==> src/rtl/sdpram_stream_fifo_if.sv <==
// Valid/ready beat stream used on both sides of the RAM-backed FIFO.
// The master drives data and valid; the slave drives ready.
interface sdpram_stream_fifo_if #(
    parameter int DATA_WIDTH = 64
);
    logic [DATA_WIDTH-1:0] tdata;
    logic                  tvalid;
    logic                  tready;

    modport master (output tdata, output tvalid, input tready);
    modport slave  (input tdata, input tvalid, output tready);
endinterface

==> src/rtl/sdpram_stream_fifo.sv <==
// Stream FIFO controller around an external SDP RAM: pointers, occupancy, read-latency skid buffer.
// Empty-to-output latency RD_LATENCY+2 edges; s_tready drops only when the RAM holds DEPTH unread words.
module sdpram_stream_fifo #(
    parameter int DATA_WIDTH = 64,
    parameter int ADDR_WIDTH = 8,
    parameter int RD_LATENCY = 1
) (
    input  logic                  clk,
    input  logic                  rst,
    sdpram_stream_fifo_if.slave   s_axis,
    sdpram_stream_fifo_if.master  m_axis,
    output logic [ADDR_WIDTH+1:0] level,
    output logic                  ram_ena,
    output logic                  ram_wea,
    output logic [ADDR_WIDTH-1:0] ram_addra,
    output logic [DATA_WIDTH-1:0] ram_dina,
    output logic                  ram_enb,
    output logic [ADDR_WIDTH-1:0] ram_addrb,
    output logic                  ram_regceb,
    output logic                  ram_rstb,
    input  logic [DATA_WIDTH-1:0] ram_doutb
);
    localparam int SKID_DEPTH = RD_LATENCY + 1;
    localparam int SR_LEN     = RD_LATENCY + 1;
    localparam int SIW        = $clog2(SKID_DEPTH);
    localparam int CW         = $clog2(SKID_DEPTH + 1);
    localparam logic [ADDR_WIDTH:0] CNT_FULL = {1'b1, {ADDR_WIDTH{1'b0}}};

    logic [ADDR_WIDTH-1:0] wr_ptr_q, wr_ptr_d;
    logic [ADDR_WIDTH-1:0] rd_ptr_q, rd_ptr_d;
    logic [ADDR_WIDTH:0]   ram_count_q, ram_count_d;
    logic [SR_LEN-1:0]     vld_sr_q, vld_sr_d;
    logic [DATA_WIDTH-1:0] skid_mem_q [SKID_DEPTH];
    logic [DATA_WIDTH-1:0] skid_mem_d [SKID_DEPTH];
    logic [SIW-1:0]        skid_head_q, skid_head_d;
    logic [SIW-1:0]        skid_tail_q, skid_tail_d;
    logic [CW-1:0]         skid_count_q, skid_count_d;

    logic [CW-1:0] inflight;
    logic [CW:0]   occ;
    logic          s_rdy, m_vld, wr_acc, rd_iss, pop, push;

    function automatic logic [SIW-1:0] skid_next(input logic [SIW-1:0] idx);
        return (idx == SIW'(SKID_DEPTH - 1)) ? '0 : idx + SIW'(1);
    endfunction

    always_comb begin
        inflight = '0;
        for (int i = 0; i < SR_LEN; i++) begin
            inflight = inflight + CW'(vld_sr_q[i]);
        end
    end

    // Ready and issue look only at registered state plus this cycle's pop,
    // so a full RAM never accepts on the same cycle a slot is freed.
    always_comb begin
        s_rdy  = !rst && (ram_count_q != CNT_FULL);
        m_vld  = !rst && (skid_count_q != '0);
        wr_acc = s_axis.tvalid && s_rdy;
        pop    = m_vld && m_axis.tready;
        push   = vld_sr_q[SR_LEN-1];
        occ    = {1'b0, inflight} + {1'b0, skid_count_q} - (CW+1)'(pop);
        rd_iss = !rst && (ram_count_q != '0) && (occ < (CW+1)'(SKID_DEPTH));
    end

    always_comb begin
        wr_ptr_d     = wr_ptr_q + ADDR_WIDTH'(wr_acc);
        rd_ptr_d     = rd_ptr_q + ADDR_WIDTH'(rd_iss);
        ram_count_d  = ram_count_q + (ADDR_WIDTH+1)'(wr_acc) - (ADDR_WIDTH+1)'(rd_iss);
        vld_sr_d     = {vld_sr_q[SR_LEN-2:0], rd_iss};
        skid_mem_d   = skid_mem_q;
        skid_head_d  = skid_head_q;
        skid_tail_d  = skid_tail_q;
        skid_count_d = skid_count_q + CW'(push) - CW'(pop);
        if (push) begin
            skid_mem_d[skid_tail_q] = ram_doutb;
            skid_tail_d             = skid_next(skid_tail_q);
        end
        if (pop) begin
            skid_head_d = skid_next(skid_head_q);
        end
    end

    always_ff @(posedge clk) begin
        if (rst) begin
            wr_ptr_q     <= '0;
            rd_ptr_q     <= '0;
            ram_count_q  <= '0;
            vld_sr_q     <= '0;
            skid_head_q  <= '0;
            skid_tail_q  <= '0;
            skid_count_q <= '0;
            for (int i = 0; i < SKID_DEPTH; i++) begin
                skid_mem_q[i] <= '0;
            end
        end else begin
            wr_ptr_q     <= wr_ptr_d;
            rd_ptr_q     <= rd_ptr_d;
            ram_count_q  <= ram_count_d;
            vld_sr_q     <= vld_sr_d;
            skid_head_q  <= skid_head_d;
            skid_tail_q  <= skid_tail_d;
            skid_count_q <= skid_count_d;
            skid_mem_q   <= skid_mem_d;
        end
    end

    assign s_axis.tready = s_rdy;
    assign m_axis.tvalid = m_vld;
    assign m_axis.tdata  = rst ? '0 : skid_mem_q[skid_head_q];
    assign level         = rst ? '0 : (ADDR_WIDTH+2)'(ram_count_q) + (ADDR_WIDTH+2)'(inflight)
                                     + (ADDR_WIDTH+2)'(skid_count_q);
    assign ram_ena       = wr_acc;
    assign ram_wea       = wr_acc;
    assign ram_addra     = rst ? '0 : wr_ptr_q;
    assign ram_dina      = s_axis.tdata;
    assign ram_enb       = rd_iss;
    assign ram_addrb     = rst ? '0 : rd_ptr_q;
    assign ram_regceb    = 1'b1;
    assign ram_rstb      = rst;
endmodule

==> src/flat_wrapper.sv <==
// flat-port wrapper written by rule: the top's interface ports become plain ports
module sdpram_stream_fifo_flat 
#(
    parameter int DATA_WIDTH = 64,
    parameter int ADDR_WIDTH = 8,
    parameter int RD_LATENCY = 1
)
  (clk, rst, level, ram_ena, ram_wea, ram_addra, ram_dina, ram_enb, ram_addrb, ram_regceb, ram_rstb, ram_doutb, s_axis_tdata, s_axis_tvalid, s_axis_tready, m_axis_tdata, m_axis_tvalid, m_axis_tready);
  sdpram_stream_fifo_if #(.DATA_WIDTH(DATA_WIDTH)) s_axis_i ();
  sdpram_stream_fifo_if #(.DATA_WIDTH(DATA_WIDTH)) m_axis_i ();
  input  logic clk;
  input  logic rst;
  output logic [ADDR_WIDTH+1:0] level;
  output logic ram_ena;
  output logic ram_wea;
  output logic [ADDR_WIDTH-1:0] ram_addra;
  output logic [DATA_WIDTH-1:0] ram_dina;
  output logic ram_enb;
  output logic [ADDR_WIDTH-1:0] ram_addrb;
  output logic ram_regceb;
  output logic ram_rstb;
  input  logic [DATA_WIDTH-1:0] ram_doutb;
  input wire logic [$bits(s_axis_i.tdata)-1:0] s_axis_tdata;
  input wire logic [$bits(s_axis_i.tvalid)-1:0] s_axis_tvalid;
  output wire logic [$bits(s_axis_i.tready)-1:0] s_axis_tready;
  output wire logic [$bits(m_axis_i.tdata)-1:0] m_axis_tdata;
  output wire logic [$bits(m_axis_i.tvalid)-1:0] m_axis_tvalid;
  input wire logic [$bits(m_axis_i.tready)-1:0] m_axis_tready;
  assign s_axis_i.tdata = s_axis_tdata;
  assign s_axis_i.tvalid = s_axis_tvalid;
  assign s_axis_tready = s_axis_i.tready;
  assign m_axis_tdata = m_axis_i.tdata;
  assign m_axis_tvalid = m_axis_i.tvalid;
  assign m_axis_i.tready = m_axis_tready;
  sdpram_stream_fifo #(.DATA_WIDTH(DATA_WIDTH), .ADDR_WIDTH(ADDR_WIDTH), .RD_LATENCY(RD_LATENCY)) u_core (.clk(clk), .rst(rst), .s_axis(s_axis_i), .m_axis(m_axis_i), .level(level), .ram_ena(ram_ena), .ram_wea(ram_wea), .ram_addra(ram_addra), .ram_dina(ram_dina), .ram_enb(ram_enb), .ram_addrb(ram_addrb), .ram_regceb(ram_regceb), .ram_rstb(ram_rstb), .ram_doutb(ram_doutb));
endmodule
==> config.mk <==
export PLATFORM = sky130hd
export DESIGN_NAME = sdpram_stream_fifo_flat
export DESIGN_NICKNAME = d
export VERILOG_FILES = /design/src/rtl/sdpram_stream_fifo_if.sv /design/src/rtl/sdpram_stream_fifo.sv /design/src/flat_wrapper.sv
export SDC_FILE = /design/constraint.sdc
export NUM_CORES = 1
export LEC_CHECK = 0
export ABC_AREA = 1
export CORE_MARGIN = 2
export CORE_UTILIZATION = 41
export CTS_CLUSTER_SIZE = 25
export DETAILED_ROUTE_END_ITERATION = 12
export PLACE_DENSITY_LB_ADDON = 0.12
export SYNTH_ARGS = -nofsm -noshare
export SYNTH_HDL_FRONTEND = slang
export SYNTH_SLANG_ARGS = --single-unit
==> constraint.sdc <==
create_clock -name clk -period 3.68 [get_ports clk]
set_input_delay 0.552 -clock clk [delete_from_list [all_inputs] [get_ports clk]]
set_output_delay 0.552 -clock clk [all_outputs]
set_load 0.02 [all_outputs]
==> reports/metrics.yaml, run 1 <==
setup_path:
  cp_cell_sequence: "inv_1 > a21oi_4 > nand2_1 > inv_1 > ha_1 > or2_2 > fa_1 > nand3_4 > nor2_4 > nand2_4 > nand2_1 > nand2_1 > ha_2 > fa_2 > nand3_1 > nand3_2 > a21oi_2 > a21oi_1 > o21a_1"
  critPathRequiredTime_ns: 4.00
  critical_path_class: "reg -> reg"
  slowest_delay_ns: 0.53
  r2r_setup_slack_ns: 0.22
  rr_worst_depth: 19
  cp.arrival_ns: 3.79
  crit_path_frequent_cell: "nand2_1"
  cp.buffers_inverters: 2
  worstSetupEndpointType: "flop"
  cp_top_family: "adder cells"
  startpoint_type: "flop"
  timing.rr.start: "u_core.skid_count_q[0]$_SDFF_PP0_"
  crit_fanout: 4
  cpMaxStageDelayCell: "fa_1"
  r2r_end: "u_core.ram_count_q[6]$_SDFF_PP0_"
grt:
  antenna_found_initial: 0
  overflow: 0
  grt_pass1_wl_um: 31800
  grt_max_degree: 74
  first_global_vias: 6395
  track_usage_pct: 19.5
cells_and_area:
  syn2layout_area_growth_pct: 25.5
  layout-drive-gt1-share_pct: 6.56
  final_common_cell: "nor2_1"
  diodes: 0
  final_cell_mix: "nor2_1 (440), o21ai_0 (209), dfxtp_1 (157), clkdlybuf4s50_1 (155), inv_1 (63)"
  final_nets: 1369
  stdcell_area_sq_um: 9880
floorplanning:
  dieHeight_um: 143
  initial_core_util_pct: 41.9
  die_x_um: 143
  pin_count: 293
  coreArea_sq_um: 18800
  num_rows: 50
  design.die.area_sq_um: 20300
logic_synthesis:
  synth.top_cell.area_share_pct: 40.4
  synth.cell_area_sq_um: 7870
  synth.net_count: 1295
  syn_avg_cell_area_sq_um: 6.95
  yosys.area.top_type: "dfxtp_1"
  synthDistinctLibCells: 31
  yosys_warnings: 0
  synth_cells: 1132
  synthTopCellsByArea: "dfxtp_1 (40%), nor2_1 (21%), o21ai_0 (13%), buf_4 (6.6%), ha_1 (4.1%)"
  synth_seq_cells: 159
  synth_seq_area_share_pct: 40.4
run_status:
  status: "completed"
pwr:
  p_per_area_nw_per_um2: 627
  clkPwrFrac_pct: 29.1
  combPwrFrac_pct: 36.1
  sequentialPowerShare_pct: 34.8
  intPower_uw: 3940
  swShare_pct: 36.4
  cellLeakagePower_uw: 0.00433
  vdd_ir_drop_max_v: 0.000415
  switching_power_uw: 2260
  totalPowerFinal_uw: 6200
routing:
  vias_per_cell: 4.83
  wl_per_cell_um: 13.5
  postRouteWirelength_um: 19700
  drtIter0Drc: 349
  firstDrtPassIters: 5
  num_vias: 7014
  drc: 0
  ant_nets: 0
clock_network:
  cts_setup_buffers: 0
  clock_path_buffers: 2
  h-tree-depth: 4
  cts.hold.buffers_added: 0
  cts_tree: "built"
  clk_pin_slew_worst_paths_ns: 0.07
  clockRootBuffer: "clkbuf_16"
  cts_buffers: 17
  insertion_delay_ns: 0.42
  cts_sinks: 159
sta:
  drv_slew: 0
  rsz0062_at_grt: "false"
  tightest_slew_ns: 0.929
  hold-worst-slack_ns: 0.427
  min_period_ns: 3.46
  max_freq_mhz: 289
  min_period_over_period_pct: 94.1
  final_hold_viol_count: 0
  finalSetupViolCount: 0
  skew_ns: 0.0130
  maxSlewHeadroom_pct: 38.0
hold_path:
  hp-class: "reg -> reg"
  hold_path_depth: 2
  hp-start: "u_core.vld_sr_q[0]$_SDFF_PP0_"
  hold_path_end: "u_core.vld_sr_q[1]$_SDFF_PP0_"
place:
  place_hpwl_um: 12600
  place_congestion: 0.827
  postPlaceCellArea_sq_um: 9280
  io_buffers: 163
run:
  maxCapViolCount: 0
## cell type report
cell class	instances	area, sq um
Multi-Input combinational cell	770	3650
Inverter	68	263
Clock buffer	18	429
Timing Repair Buffer	190	1900
Fill cell	1917	8890
Tap cell	234	293
Clock inverter	14	168
Sequential cell	159	3190
## worst max-delay path by stage
stage / start / to / slack (ns) / cells past startpoint
3_3_place_gp: rst / u_core.ram_count_q[6]$_SDFF_PP0_ / -0.32 / 19
4_1_cts: rst / ram_enb / 0.01 / 12
3_5_place_dp: rst / u_core.ram_count_q[6]$_SDFF_PP0_ / -0.38 / 19
6_report: u_core.skid_count_q[0]$_SDFF_PP0_ / u_core.ram_count_q[6]$_SDFF_PP0_ / 0.22 / 19
2_1_floorplan: rst / u_core.ram_count_q[6]$_SDFF_PP0_ / 0.02 / 20
5_1_grt: u_core.vld_sr_q[1]$_SDFF_PP0_ / level[4] / 0.004 / 10
## power by group through the flow
| stage | clock network, uW | registers [uW] | logic, uW |
|---|---|---|---|
| after floorplan | 0 | 2140 | 1570 |
| after global placement | 0 | 2180 | 2250 |
| after detailed placement | 0 | 2190 | 2270 |
| after CTS | 1840 | 2150 | 2270 |
| after global routing | 1920 | 2190 | 2540 |
| final | 1810 | 2150 | 2240 |
## cells by family after synthesis
logic type | synth area share, %
and+or+nand+nor | 24.7
AOI/OAI and AO/OA | 15.5
buffers and inverters | 13.7
DFF | 40.4
adders and majority gates | 5.40
xor gates and xnor gates | 0.223
other | 0.0476
## tightest hold or removal path, cell delays in order (launching register included)
cell	delay, ns
dfxtp_1	0.31
inv_1	0.05
nor2_1	0.03
## synth_stat cells
cell,count
nor2_8,1
o21ai_1,1
nor2_1,441
nand3_4,1
xor2_1,2
buf_1,1
ha_1,26
nand2_1,24
inv_2,2
or2_2,1
clkbuf_1,26
clkinv_4,1
dfxtp_1,159
conb_1,1
buf_4,69
nor4_1,1
a31oi_1,3
a21oi_1,24
nor3_1,7
nand3_1,13
o21ai_0,210
buf_6,1
nor2_2,1
nand4_1,3
buf_2,38
o21a_1,2
o21bai_1,1
fa_1,5
nand2_4,1
nor2_4,1
inv_1,65
## sequential cells by signal, summed over array words and instances, names as in the netlist
name,flops
u_core.skid_count_q,2
u_core.ram_count_q,9
u_core.skid_tail_q,1
u_core.rd_ptr_q,8
u_core.skid_head_q,1
u_core.vld_sr_q,2
u_core.wr_ptr_q,8
u_core.skid_mem_q,128
## stage by stage
stage          std cells  setup TNS [ns]  util, %  setup WS [ns]
2_1_floorplan       1132               0        -         0.0153
3_3_place_gp        1421           -1.52     49.5         -0.321
3_5_place_dp        1421           -1.96     49.5         -0.378
4_1_cts             1453               0     52.6         0.0111
5_1_grt             1453               0     52.7        0.00393
6_report            1453               0     52.7          0.218
## routing by layer
| metal | wire (um) | vias up | global-route usage (%) | share of wire [%] |
|---|---|---|---|---|
| li1 | - | 3673 | - | - |
| met1 | 9380 | 3134 | 25.8 | 48 |
| met4 | 250 | 0 | 5.89 | 1.3 |
| met3 | 984 | 24 | 4.48 | 5.0 |
| met5 | 0 | - | 0 | 0 |
| met2 | 9050 | 183 | 31.7 | 46 |
## timing repair
action | 4_1_cts | 5_1_grt
endpoints found under the setup margin | 4 | 7
gates resized for setup | 4 | 8
pin swaps | 0 | 2
No activity file was read; power rests on OpenSTA's default activity.
==> run 2, diff against run 1 <==
--- a/config.mk
+++ b/config.mk
@@ -7,9 +7,10 @@
 export LEC_CHECK = 0
 export ABC_AREA = 1
 export CORE_MARGIN = 2
-export CORE_UTILIZATION = 41
+export CORE_UTILIZATION = 40
 export CTS_CLUSTER_SIZE = 25
 export DETAILED_ROUTE_END_ITERATION = 12
+export GPL_TIMING_DRIVEN = 0
 export PLACE_DENSITY_LB_ADDON = 0.12
 export SYNTH_ARGS = -nofsm -noshare
 export SYNTH_HDL_FRONTEND = slang
==> run 2 against run 1 <==
Net effect: sequential share of layout area down 3.5 points; critical path type is now in -> out; flip-flop and latch count unchanged; via count up 11%.
==> reports/metrics.yaml, run 2 (synthesis gave the netlist of run 1 again) <==
sta:
  max_freq_mhz: 286  # -1.0%
  final_hold_viol_count: 0  # unchanged
  min_period_ns: 3.50  # +0.0356 ns
  tightest_slew_ns: 0.526  # -0.404 ns
  setup_ws_ns: 0.183  # -0.0356 ns
  rsz0062_at_grt: "false"
  skew_ns: 0.00591  # -0.00714 ns
  tns_ns: 0  # unchanged
  min_period_over_period_pct: 95.0  # +0.97 points
  drv_slew: 0  # unchanged
  maxSlewHeadroom_pct: 65.0  # +27 points
  finalSetupViolCount: 0  # unchanged
clock_network:
  h-tree-depth: 4  # unchanged
  insertion_delay_ns: 0.43  # about the same
  cts_tree: "built"
  clock_path_buffers: 2  # unchanged
  clockRootBuffer: "clkbuf_16"
  clk_pin_slew_worst_paths_ns: 0.06  # about the same
  cts_buffers: 17  # unchanged
  cts_sinks: 159  # unchanged
place:
  place_congestion: 0.853  # +3.1%
  dp.cells: 1623  # +14%
  postPlaceCellArea_sq_um: 10500  # +13%
  dp_slack_ns: -0.347  # +0.0307 ns
  io_buffers: 226  # +39%
  place_hpwl_um: 16300  # +29%
floorplanning:
  die_x_um: 144  # +1.2%
  num_rows: 51  # +2.0%
  design.die.area_sq_um: 20800  # +2.4%
  initial_core_util_pct: 40.6  # -1.4 points
  coreArea_sq_um: 19400  # +3.4%
  pin_count: 293  # unchanged
  dieHeight_um: 144  # +1.2%
pwr:
  combPwrFrac_pct: 39.0  # +2.9 points
  cellLeakagePower_uw: 0.00493  # +14%
  totalPowerFinal_uw: 6250  # +0.87%
  intPower_uw: 3980  # +0.83%
  switching_power_uw: 2280  # +0.94%
  swShare_pct: 36.4  # about the same
  vdd_ir_drop_max_v: 0.000407  # -2.0%
  p_per_area_nw_per_um2: 564  # -10%
  clkPwrFrac_pct: 26.7  # -2.4 points
  sequentialPowerShare_pct: 34.3  # -0.5 points
routing:
  firstDrtPassIters: 5  # unchanged
  num_vias: 7802  # +11%
  wl_per_cell_um: 13.6  # +0.78%
  vias_per_cell: 4.71  # -2.4%
  postRouteWirelength_um: 22600  # +15%
  drc: 0  # unchanged
  ant_nets: 0  # unchanged
  drtIter0Drc: 384  # +10%
grt:
  grt_max_degree: 17  # -77%
  overflow: 0  # unchanged
  track_usage_pct: 21.5  # +2.0 points
  grt_pass1_wl_um: 35200  # +11%
  first_global_vias: 7194  # +12%
  antenna_found_initial: 1  # +1
setup_path:
  slowest_delay_ns: 0.54  # about the same
  r2r_end: "u_core.ram_count_q[4]$_SDFF_PP0_"
  cp_cell_sequence: "clkdlybuf4s50_1 > nand2_2 > inv_1 > ha_1 > or2_2 > fa_1 > nand3_4 > nor2_4 > nand2_4 > inv_4 > clkdlybuf4s15_1"
  worstSetupEndpointType: "output pin"
  cp.buffers_inverters: 4  # +2
  cp.arrival_ns: 2.95  # -0.84 ns
  rr_worst_depth: 19  # unchanged
  cp_top_family: "buffers and inverters"
  critPathRequiredTime_ns: 3.13  # -0.87 ns
  timing.rr.start: "u_core.skid_count_q[1]$_SDFF_PP0_"
  cp.depth: 11  # -8
  cpMaxStageDelayCell: "fa_1"
  startpoint_type: "primary input"
  crit_fanout: 3  # -1
  r2r_setup_slack_ns: 0.21  # about the same
  critical_path_class: "in -> out"
cells_and_area:
  final_cell_mix: "nor2_1 (440), clkdlybuf4s50_1 (220), o21ai_0 (209), dfxtp_1 (158), buf_4 (71)"
  syn2layout_area_growth_pct: 40.9
  final_nets: 1542  # +13%
  largest_reg_flops: 128  # unchanged
  diodes: 0  # unchanged
  final_cells: 1656  # +14%
  largest-register: "u_core.skid_mem_q"
  fill_cells: 1942  # +1.3%
  layout-drive-gt1-share_pct: 11.4  # +4.9 points
  final_common_cell: "nor2_1"
  stdcell_area_sq_um: 11100  # +12%
  reg_top3: "u_core.skid_mem_q: 128 flops, u_core.ram_count_q: 9 flops"
run:
  maxCapViolCount: 0  # unchanged
hold_path:
  hp-start: "u_core.vld_sr_q[0]$_SDFF_PP0_"
  hold_path_end: "u_core.vld_sr_q[1]$_SDFF_PP0_"
  hp-class: "reg -> reg"
  hold_path_depth: 2  # unchanged
run_status:
  status: "completed"
[run 2: tightest hold or removal path: stages (launching register included)]
cell and delay (ns):
dfxtp_1 0.32, inv_1 0.05, nor2_1 0.03
[run 2: through the flow]
step | hold WS [ns] | util, %
finish | 0.437 | 57.2
global placement | 0.425 | 54.1
detailed placement | 0.430 | 54.1
global route | 0.472 | 57.2
CTS | 0.435 | 57.0
floorplan | 0.407 | -
[run 2: layout make-up]
class                   count  area (sq um)  area share (%)
repair buffers            228          2290            20.6
plain buffers             135           821            7.40
inverters                  68           263            2.37
clock inverters             9          87.6           0.790
flip-flops and latches    159          3190            28.7
multi-input cells         770          3650            32.9
clock buffers              22           464            4.19
well taps                 265           332            2.99
[run 2: worst max-delay path by stage]
stage                                                 start                          endpoint  slack [ns]
after global placement                        m_axis_tready  u_core.ram_count_q[6]$_SDFF_PP0_       -0.29
after global routing      u_core.skid_count_q[1]$_SDFF_PP0_  u_core.ram_count_q[6]$_SDFF_PP0_       0.003
after floorplan                                         rst  u_core.ram_count_q[6]$_SDFF_PP0_        0.02
after detailed placement                      m_axis_tready  u_core.ram_count_q[6]$_SDFF_PP0_       -0.35
final                                         m_axis_tready                           ram_enb        0.18
after CTS                     u_core.vld_sr_q[1]$_SDFF_PP0_                          level[9]       0.008
[run 2: what timing repair did]
item                       in CTS  in global routing
buffers inserted                0                  2
setup endpoints to repair       3                  8
pin swaps                       0                  2
gates resized for setup         5                  9
hold buffers                    0                  0
cloned                          0                  0
[run 2: routing by layer]
layer / part of all wire (%) / track usage, % / up-vias
li1: - / - / 4013
met3: 6.7 / 5.03 / 29
met1: 45 / 27.8 / 3516
met5: 0.049 / 0 / -
met2: 47 / 35.8 / 242
met4: 1.6 / 6.39 / 2
[run 2: power by group through the flow]
stage	registers (uW)	logic, uW	clock network, uW
6_report	2150	2440	1670
5_1_grt	2180	2730	1770
4_1_cts	2140	2420	1700
3_5_place_dp	2180	2420	0
3_3_place_gp	2170	2390	0
2_1_floorplan	2140	1570	0
==> run 3, diff against run 2 <==
--- a/config.mk
+++ b/config.mk
@@ -6,8 +6,10 @@
 export NUM_CORES = 1
 export LEC_CHECK = 0
 export ABC_AREA = 1
+export CORE_ASPECT_RATIO = 0.5
 export CORE_MARGIN = 2
 export CORE_UTILIZATION = 40
+export CTS_CLUSTER_DIAMETER = 150
 export CTS_CLUSTER_SIZE = 25
 export DETAILED_ROUTE_END_ITERATION = 12
 export GPL_TIMING_DRIVEN = 0
==> run 3 against run 2 <==
Net effect: register-to-register slack about the same; hold slack improved by 0.0026 ns; clock skew increased by 0.0037 ns; fmax about the same; critical path depth unchanged; global-route usage increased by 0.89 points; routed wire length increased by 6.0%; sequential power about the same; largest cell class unchanged; largest power group unchanged; highest routed layer is now met4.
==> reports/metrics.yaml, run 3 (synthesis gave the netlist of run 1 again) <==
sta:
  final_hold_viol_count: 0  # unchanged
  tightest_slew_ns: 0.558  # +0.0319 ns
  hold-worst-slack_ns: 0.440  # +0.00263 ns
  tns_ns: 0  # unchanged
  skew_ns: 0.00964  # +0.00373 ns
  min_period_over_period_pct: 95.0  # about the same
  drv_slew: 0  # unchanged
  finalSetupViolCount: 0  # unchanged
  min_period_ns: 3.50  # -0.00215 ns
  max_freq_mhz: 286  # about the same
  maxSlewHeadroom_pct: 62.8  # -2.1 points
clock_network:
  insertion_delay_ns: 0.42  # about the same
  h-tree-depth: 4  # unchanged
  clk_pin_slew_worst_paths_ns: 0.06  # about the same
  clock_path_buffers: 2  # unchanged
  cts.hold.buffers_added: 0  # unchanged
  cts_tree: "built"
  cts_sinks: 159  # unchanged
  clockRootBuffer: "clkbuf_16"
  cts_buffers: 17  # unchanged
setup_path:
  crit_fanout: 4  # +1
  critPathRequiredTime_ns: 3.13  # about the same
  worstSetupEndpointType: "output pin"
  r2r_setup_slack_ns: 0.21  # about the same
  cp.arrival_ns: 2.94  # about the same
  critical_path_class: "in -> out"
  startpoint_type: "primary input"
pwr:
  combPwrFrac_pct: 37.9  # -1.1 points
  swShare_pct: 36.7  # +0.24 points
  p_per_area_nw_per_um2: 579  # +2.7%
  vdd_ir_drop_max_v: 0.000389  # -4.3%
  cellLeakagePower_uw: 0.00496  # +0.73%
  switching_power_uw: 2360  # +3.8%
  sequentialPowerShare_pct: 33.4  # -0.9 points
  clkPwrFrac_pct: 28.7  # +2.0 points
  intPower_uw: 4080  # +2.7%
grt:
  track_usage_pct: 22.4  # +0.89 points
  overflow: 0  # unchanged
  first_global_vias: 7605  # +5.7%
  grt_max_degree: 17  # unchanged
  antenna_found_initial: 0  # -1
  grt_pass1_wl_um: 37500  # +6.6%
cells_and_area:
  fin_util_pct: 57.5  # +0.34 points
  largest-register: "u_core.skid_mem_q"
  diodes: 0  # unchanged
  syn2layout_area_growth_pct: 41.5
  final_common_cell: "nor2_1"
  multi_input_area_sq_um: 3650  # unchanged
  regArea_sq_um: 3190  # unchanged
  final_cell_mix: "nor2_1 (440), clkdlybuf4s50_1 (220), o21ai_0 (209), dfxtp_1 (158), buf_4 (70)"
  reg_top3: "u_core.skid_mem_q: 128 flops, u_core.ram_count_q: 9 flops"
  largest_reg_flops: 128  # unchanged
  layout-drive-gt1-share_pct: 11.6  # +0.14 points
  final_nets: 1541  # -0.065%
  fill_cells: 1833  # -5.6%
place:
  place_congestion: 0.846  # -0.83%
  place_hpwl_um: 17900  # +9.8%
  io_buffers: 226  # unchanged
routing:
  ant_nets: 0  # unchanged
  drtIter0Drc: 439  # +14%
  vias_per_cell: 4.79  # +1.7%
  wl_per_cell_um: 14.4  # +5.9%
  num_vias: 7940  # +1.8%
  postRouteWirelength_um: 23900  # +6.0%
  drc: 0  # unchanged
  firstDrtPassIters: 4  # -1
floorplanning:
  design.die.area_sq_um: 20900  # +0.32%
  num_rows: 36  # -29%
  coreArea_sq_um: 19400  # -0.15%
  die_x_um: 202  # +40%
  pin_count: 293  # unchanged
  dieHeight_um: 103  # -28%
  initial_core_util_pct: 40.6  # +0.063 points
run:
  maxCapViolCount: 0  # unchanged
run_status:
  status: "completed"
hold_path:
  hp-class: "reg -> reg"
[run 3: cell types whose count changed in the layout (fill, tap and decap cells not counted), moves of 2 or more]
cell	previous run	this run
bufinv_16	1	3
inv_6	0	4
clkbuf_8	2	0
clkinvlp_4	4	2
clkbuf_1	29	27
[run 3: final cells by class]
class | count | area share, %
well taps | 266 | 2.99
multi-input cells | 770 | 32.8
flip-flops and latches | 159 | 28.6
clock inverters | 14 | 1.61
inverters | 68 | 2.36
plain buffers | 135 | 7.37
clock buffers | 18 | 3.85
repair buffers | 227 | 20.4
[run 3: repair_timing]
item	CTS	global route
resized for setup	4	10
pin swaps	0	4
setup endpoints to repair	4	9
endpoints found under the hold margin	0	0
setup buffers	0	1
[run 3: path summary, 6_finish.rpt]
path         depth (start not counted)                              start                               end
max                                 11                      m_axis_tready                           ram_enb
min                                  2      u_core.vld_sr_q[0]$_SDFF_PP0_     u_core.vld_sr_q[1]$_SDFF_PP0_
max reg2reg                         20  u_core.skid_count_q[0]$_SDFF_PP0_  u_core.ram_count_q[6]$_SDFF_PP0_
min reg2reg                          2      u_core.vld_sr_q[0]$_SDFF_PP0_     u_core.vld_sr_q[1]$_SDFF_PP0_
[run 3: per-layer routing]
metal / track usage, % / share of wire [%]
met2: 39.8 / 48
met1: 28.8 / 46
met4: 5.61 / 1.1
met3: 3.92 / 4.7
met5: 0 / 0
[run 3: power groups by stage]
stage               Sequential (uW)  Clock, uW  Combinational, uW
floorplan                      2140          0               1570
global placement               2170          0               2390
detailed placement             2180          0               2430
CTS                            2150       1880               2440
global route                   2190       1940               2720
finish                         2160       1850               2440
[run 3: through the flow]
| step | cells | power [uW] | worst slack, ns | cell area, sq um |
|---|---|---|---|---|
| after floorplan | 1132 | 3710 | 0.0153 | 7910 |
| after global placement | 1624 | 4560 | -0.351 | 10500 |
| after detailed placement | 1624 | 4610 | -0.368 | 10500 |
| after CTS | 1656 | 6470 | 0.00136 | 11100 |
| after global routing | 1657 | 6850 | -0.00239 | 11100 |
| final | 1657 | 6450 | 0.185 | 11100 |
[run 3: worst max-delay path, cell delays in order]
cell and delay [ns]:
clkdlybuf4s50_1 0.45, nand2_4 0.11, inv_2 0.05, ha_1 0.27, or2_2 0.30, fa_1 0.53, nand3_4 0.09, nor2_4 0.11
nand2_4 0.08, inv_4 0.06, dlygate4sd2_1 0.33
